==> config.mk <==
export PLATFORM = sky130hd
export DESIGN_NAME = compress_scheduler
export DESIGN_NICKNAME = d
export VERILOG_FILES = /design/src/rtl/compress_pkg.sv /design/src/rtl/block_raster_cnt.sv /design/src/rtl/compress_scheduler.sv
export SDC_FILE = /design/constraint.sdc
export NUM_CORES = 1
export LEC_CHECK = 0
export ABC_CLOCK_PERIOD_IN_PS = 2800
export BUFFER_PORTS_ARGS = -buffer_cell sky130_fd_sc_hd__buf_2
export CORE_MARGIN = 4
export CORE_UTILIZATION = 33
export CTS_CLUSTER_SIZE = 25
export DETAILED_ROUTE_END_ITERATION = 8
export GPL_ROUTABILITY_DRIVEN = 0
export GPL_TIMING_DRIVEN = 0
export MAX_ROUTING_LAYER = met4
export PLACE_DENSITY = 0.53
export SETUP_SLACK_MARGIN = 0.2
export SLEW_MARGIN = 0
export SYNTH_ARGS = -nofsm -noshare
export SYNTH_HDL_FRONTEND = slang
export SYNTH_SLANG_ARGS = --single-unit
==> constraint.sdc <==
create_clock -name clk -period 2.8 [get_ports clk]
set_clock_uncertainty 0.1 [all_clocks]
set_input_delay 0.42 -clock clk [delete_from_list [all_inputs] [get_ports clk]]
set_output_delay 0.42 -clock clk [all_outputs]
set_load 0.03 [all_outputs]
==> src/rtl/compress_pkg.sv <==
// compress_pkg: shared block geometry, frame limits and scheduler state encoding
package compress_pkg;
  localparam int BLOCK_SIZE = 8;
  localparam int MAX_BLK_X = 80;
  localparam int MAX_BLK_Y = 60;
  typedef enum logic [2:0] {IDLE, FETCH, START, WAIT, OUT, DONE} sched_state_t;
endpackage

==> src/rtl/block_raster_cnt.sv <==
// block_raster_cnt: raster-order block x/y counter with load, increment and last-block flag
module block_raster_cnt #(
  parameter int XW = 7,
  parameter int YW = 6
) (
  input  logic          clk,
  input  logic          rst_n,
  input  logic          load,
  input  logic [XW:0]   cnt_x,
  input  logic [YW:0]   cnt_y,
  input  logic          inc,
  output logic [XW-1:0] x,
  output logic [YW-1:0] y,
  output logic          last
);
  logic [XW:0] mx;
  logic [YW:0] my;
  logic        x_end;
  assign x_end = ({1'b0, x} + (XW+1)'(1)) == mx;
  assign last  = x_end && (({1'b0, y} + (YW+1)'(1)) == my);
  // Counts are latched once per frame; advancing stops at the final block.
  always_ff @(posedge clk or negedge rst_n) begin
    if (!rst_n) begin
      mx <= '0;
      my <= '0;
      x  <= '0;
      y  <= '0;
    end else if (load) begin
      mx <= cnt_x;
      my <= cnt_y;
      x  <= '0;
      y  <= '0;
    end else if (inc && !last) begin
      x <= x_end ? '0 : x + 1'b1;
      y <= x_end ? y + 1'b1 : y;
    end
  end
endmodule

==> src/rtl/compress_scheduler.sv <==
// compress_scheduler: frame block sequencer (fetch, start, wait, hand off); COMPRESS_SCHED_PERF_EN adds perf_stall_cyc
module compress_scheduler
  import compress_pkg::*;
#(
  parameter int MAX_BLK_X = compress_pkg::MAX_BLK_X,
  parameter int MAX_BLK_Y = compress_pkg::MAX_BLK_Y,
  localparam int XW = $clog2(MAX_BLK_X),
  localparam int YW = $clog2(MAX_BLK_Y)
) (
  input  logic          clk,
  input  logic          rst_n,
  input  logic          frame_start,
  input  logic [XW:0]   cfg_blk_x,
  input  logic [YW:0]   cfg_blk_y,
  output logic          fetch_req,
  input  logic          fetch_ack,
  output logic [XW-1:0] blk_x,
  output logic [YW-1:0] blk_y,
  output logic          start_block,
  input  logic          block_done,
  output logic          out_valid,
  input  logic          out_ready,
  output logic          out_last,
  output logic          busy,
  output logic          frame_done
`ifdef COMPRESS_SCHED_PERF_EN
  ,
  output logic [31:0]   perf_stall_cyc
`endif
);
  sched_state_t st, nxt;
  logic [XW:0] cx;
  logic [YW:0] cy;
  logic        load, inc, last;
  assign cx = (cfg_blk_x > (XW+1)'(MAX_BLK_X)) ? (XW+1)'(MAX_BLK_X) : cfg_blk_x;
  assign cy = (cfg_blk_y > (YW+1)'(MAX_BLK_Y)) ? (YW+1)'(MAX_BLK_Y) : cfg_blk_y;
  assign load = (st == IDLE) && frame_start;
  assign inc  = (st == OUT) && out_ready;
  block_raster_cnt #(.XW(XW), .YW(YW)) u_cnt (
    .clk   (clk),
    .rst_n (rst_n),
    .load  (load),
    .cnt_x (cx),
    .cnt_y (cy),
    .inc   (inc),
    .x     (blk_x),
    .y     (blk_y),
    .last  (last)
  );
  always_ff @(posedge clk or negedge rst_n) begin
    if (!rst_n) st <= IDLE;
    else        st <= nxt;
  end
  always_comb begin
    nxt = st;
    unique case (st)
      IDLE:    if (frame_start) nxt = (cx == '0 || cy == '0) ? DONE : FETCH;
      FETCH:   if (fetch_ack) nxt = START;
      START:   nxt = WAIT;
      WAIT:    if (block_done) nxt = OUT;
      OUT:     if (out_ready) nxt = last ? DONE : FETCH;
      DONE:    nxt = IDLE;
      default: nxt = IDLE;
    endcase
  end
  assign fetch_req   = st == FETCH;
  assign start_block = st == START;
  assign out_valid   = st == OUT;
  assign out_last    = out_valid && last;
  assign busy        = st != IDLE;
  assign frame_done  = st == DONE;
`ifdef COMPRESS_SCHED_PERF_EN
  always_ff @(posedge clk or negedge rst_n) begin
    if (!rst_n)                                             perf_stall_cyc <= '0;
    else if (load)                                          perf_stall_cyc <= '0;
    else if (out_valid && !out_ready && perf_stall_cyc != '1) perf_stall_cyc <= perf_stall_cyc + 1'b1;
  end
`endif
endmodule
# Word level (Yosys, flattened, before mapping)
# Cells that the tools add are included.
# totals
mem_bits_ro	0
mem_bits_rw	0
elab_cells	52
latch_bits	0
reg_bits	31
memories	0
input_bits	21
# op_classes
n_shift	0
div_mod_pow	0
mul	0
n_bitwise	0
add_sub_neg	4
mux	15
eq_ne	11
n_reduce_logical	15
n_lt_le_gt_ge	2
# ops
op	count
$mux 7	4
$mux 3	6
$mux 6	3
$pmux 3 s5	1
$add 7x1->8 const B	1
$eq 8x8->1	1
$gt 8x7->1 const B	1
$logic_not 8->1	1
$mux 8	1
$add 6x1->7 const B	1
$add 7x1->7 const B	1
$eq 7x7->1	1
$gt 7x6->1 const B	1
$logic_not 7->1	1
$add 6x1->6 const B	1
$eq 3x2->1 const B	2
$eq 3x3->1 const B	2
$logic_and 1x1->1	5
$ne 2x1->1 const B	2
$ne 2x2->1 const B	2
$reduce_and 4->1	1
$reduce_bool 2->1	2
$eq 3x1->1 const B	1
$logic_not 3->1	1
4 further kinds	4

# Logic depth before layout (Yosys ltp)
# depth
ltp_word	7
ltp_mapped	8
ltp_nobuf	7

# Modules after synthesis
# From an unflattened synthesis, not the netlist that was laid out.
# hier_totals
hier_cells	236
hier_area_um2	2193.4
# modules_own_cells
mod	cells_each	n_inst	area_each_um2	seq_area_each_um2
block_raster_cnt	180	1	1804.2	700.7
compress_scheduler	56	1	389.1	75.1

# Worst setup path after synthesis
# OpenSTA, ideal clock, no wires.
# synth_timing
path_kind	reg2out
startpoint	reg u_cnt.x[0]
endpoint	out out_last
path_stages_with_launch	9
required_ns	2.280
t_arrival_ns	2.307
path_buffers	1
slack_ns	-0.027
path_cell_list	dfrtp_1 -> ha_1 -> buf_6 -> nand4_1 -> or3_1 -> a31oi_4 -> nand2_4 -> nor3_1 -> and3_1
# synth_via
elab_chain_cells	4
# synth_rtl
item	line	text
start, declared	block_raster_cnt.sv:12	output logic [XW-1:0] x,
start signal, assigned	block_raster_cnt.sv:34	x <= x_end ? '0 : x + 1'b1;
$add 7x1->8	block_raster_cnt.sv:19	assign x_end = ({1'b0, x} + (XW+1)'(1)) == mx;
$eq 8x8->1	block_raster_cnt.sv:19	
$logic_and 1x1->1	block_raster_cnt.sv:20	assign last = x_end && (({1'b0, y} + (YW+1)'(1)) == my);
$logic_and 1x1->1	compress_scheduler.sv:69	assign out_last = out_valid && last;
end, declared	compress_scheduler.sv:23	output logic out_last,
# No other way between the ends.

# Worst setup path in the final report
# Same ends and word-level chain as after synthesis.

==> results_dict.tcl <==
set metrics [dict create \
    outcome "finished, final reports clean" \
    routed_wl_microns 6218 \
    synth_seq_area_share_pct 35.55 \
    cts_buffers 5 \
    antenna_found_initial 0 \
    grt-ovfl-total 0 \
    drc 0 \
    syn_inst 248 \
    vias 2138 \
    synth_xor_area_share_pct 4.014 \
    period_minus_slack_ns 2.703 \
    powerDensity_nw_per_um2 821.3 \
    cts_buffer_depth 2 \
    cts_root_buffer "clkbuf_8" \
    synth_cell_types 57 \
    diodes 0 \
    async_reset_ff_share_pct 100.0 \
    io_pins 40 \
    clock_latency_ns 0.29 \
    p_leak_nw 1.266 \
    slew_headroom_pct 15.54 \
    portBuffers 39 \
    drt-initial-drc-count 219 \
    coreArea_sq_um 6386 \
    synth_flop_cell "dfrtp_1" \
    fillers 654 \
    syn2layout_area_growth_pct 27.35 \
    synth_top_family_by_area "simple AND/OR/NAND/NOR gates" \
    die_area_sq_um 7977 \
    vdd_drop_max_mv 0.4434 \
    min_period_over_period_pct 96.54 \
    row_count 29 \
    slew_violations 0 \
    hold_path.class "in2async" \
    cp-start-kind "flip-flop" \
    drt_first_pass_iters 5 \
    final_nets 331 \
    dp_hpwl_microns 4451 \
    synth_edf_count 0 \
    synth_compound_area_share_pct 21.10 \
    yosys.area_share.simple_pct 30.28 \
    ys_seq_elements 31 \
    worstSetupPathType "reg2out" \
    yosys.area_share.adder_pct 1.147 \
    total_power_w 0.002282 \
    pwr-share-clk_pct 16.2 \
    combPwrFrac_pct 52.5 \
    antenna_left 0 \
    hold_viol 0 \
    tns_ns 0 \
    final_cell_mix "39 x buf_2, 29 x nand2_1, 29 x dfrtp_1" \
    syn_nets 271 \
    fmax_mhz 370.0 \
    cp-end-kind "output port" \
    p_int_w 0.001272 \
    yosys-mux-area-fraction_pct 2.294 \
    layout-drive-gt1-share_pct 32.04 \
    holdBufCountCts 0 \
    rsz0062_at_grt "yes" \
    switching_share_pct 44.26 \
    clkSlewWorstSetupHoldPaths_ns 0.07 \
    wl_per_cell_microns 16.11 \
    fin_hold_ws_ns 0.07921 \
    dieHeight_microns 89.32 \
    regArea_sq_um 778.2 \
    grt_use_total_pct 17.21 \
    crit_required_ns 2.28 \
    worst_slew_pin_slew_ns 1.255 \
    grt_max_degree 32 \
    p_sw_w 0.001010 \
    clock_sinks 31 \
    setup_viol 0 \
    yosysWarnings 0 \
    cap_viol_max_count 0 \
    crit_fanout 8 \
    cts_tree "built" \
    start_util_pct 34.17 \
    grt_pass1_wl_microns 10220 \
    grt_pass1_vias 2002 \
    final_common_cell "buf_2" \
    seq_power_share_pct 31.3 \
    syn_avg_cell_area_sq_um 8.799 \
    dieWidth_microns 89.32 \
    syn_area_sq_um 2182 \
    vias_per_cell 5.539 \
    multi_input_area_sq_um 1383 \
    htreeDepth 2 \
    crit_arrival_ns 2.18 \
]
-- worst max-delay path, cell delays in order (launching register included) --
cell,delay (ns)
dfrtp_2,0.42
buf_4,0.17
and3_2,0.23
and3_1,0.18
o31a_2,0.33
nor2_2,0.20
nor3_2,0.07
and3_4,0.16
buf_6,0.13
-- power groups by stage --
stage,registers (W),clock network [W],logic (W)
after floorplan,0.000731,0,0.000751
after global placement,0.000722,0,0.00102
after detailed placement,0.000725,0,0.00103
after CTS,0.000708,0.000385,0.00115
after global routing,0.000729,0.000404,0.00131
final,0.000713,0.000370,0.00120
-- metrics by stage --
step / setup WS, ns / cell area (sq um) / cells / util, %
2_1_floorplan: 0.2129 / 2195 / 248 / -
3_3_place_gp: -0.04238 / 2486 / 364 / 38.93
3_5_place_dp: -0.04600 / 2486 / 364 / 38.93
4_1_cts: 0.09788 / 2713 / 380 / 42.48
5_1_grt: 0.01258 / 2779 / 386 / 43.51
6_report: 0.09693 / 2779 / 386 / 43.51
-- registers in the layout (all words and copies together) (netlist names) --
name and flops:
u_cnt.my 7, u_cnt.mx 8, st 3, u_cnt.x 7, u_cnt.y 6
-- cells by family after synthesis --
group                      after synthesis
adders and majority gates                2
AOI/OAI and AO/OA                       58
muxes                                    5
xor gates and xnor gates                10
DFF                                     31
buffers and inverters                   21
and+or+nand+nor                        121
-- final timing paths --
kind	start	end	slack, ns	cells after the start
setup / recovery	u_cnt.x[0]$_DFFE_PN0P_	out_last	0.1	8
max in group asynchronous	rst_n	u_cnt.x[0]$_DFFE_PN0P_	2.02	1
hold reg to reg	u_cnt.my[3]$_DFFE_PN0P_	u_cnt.my[3]$_DFFE_PN0P_	0.40	2
hold / removal	rst_n	u_cnt.x[5]$_DFFE_PN0P_	0.08	1
setup reg to reg	u_cnt.y[0]$_DFFE_PN0P_	u_cnt.y[5]$_DFFE_PN0P_	0.34	7
min in group clk	cfg_blk_x[2]	u_cnt.mx[2]$_DFFE_PN0P_	0.27	2
-- synthesized netlist by cell type (all sizes together), types with 3 or more instances --
master	number	area, sq um
nor2	19	78.82
xor2	4	35.03
o21ai	11	55.05
a31oi	6	67.56
clkbuf	9	53.81
nand4	6	37.54
nor3	15	75.07
nor2b	4	25.02
nand3	10	55.05
nand2	30	120.1
nand2b	4	25.02
mux2i	5	50.05
or3	3	18.77
inv	8	30.03
a22o	6	52.55
and3	8	52.55
nor3b	5	42.54
nor4	6	52.55
buf	4	38.78
dfrtp	31	775.7
a21oi	5	25.02
xnor2	6	52.55
o31ai	9	67.56
or2	4	25.02
-- final cells by class --
class	count	share of cell area, %
Multi-Input combinational cell	196	49.75
Sequential cell	31	28.01
Timing Repair Buffer	53	11.03
Tap cell	77	3.467
Buffer	13	3.377
Clock buffer	7	3.107
Inverter	8	1.081
Clock inverter	1	0.1801
-- per-layer routing --
layer  share of wire [%]  vias to the layer above  global-route usage, %
li1                    -                     1042                      -
met1                  47                     1008                  23.87
met2                  46                       81                  25.65
met3                 5.6                        7                  2.857
met4                 1.1                        0                  5.277
met5                   0                        -                      -
-- repair_timing --
action,4_1_cts,5_1_grt
buffers inserted,8,6
gates resized for setup,15,5
setup endpoints to repair,3,10
pin swaps,9,5
(Power assumes the default switching activity.)
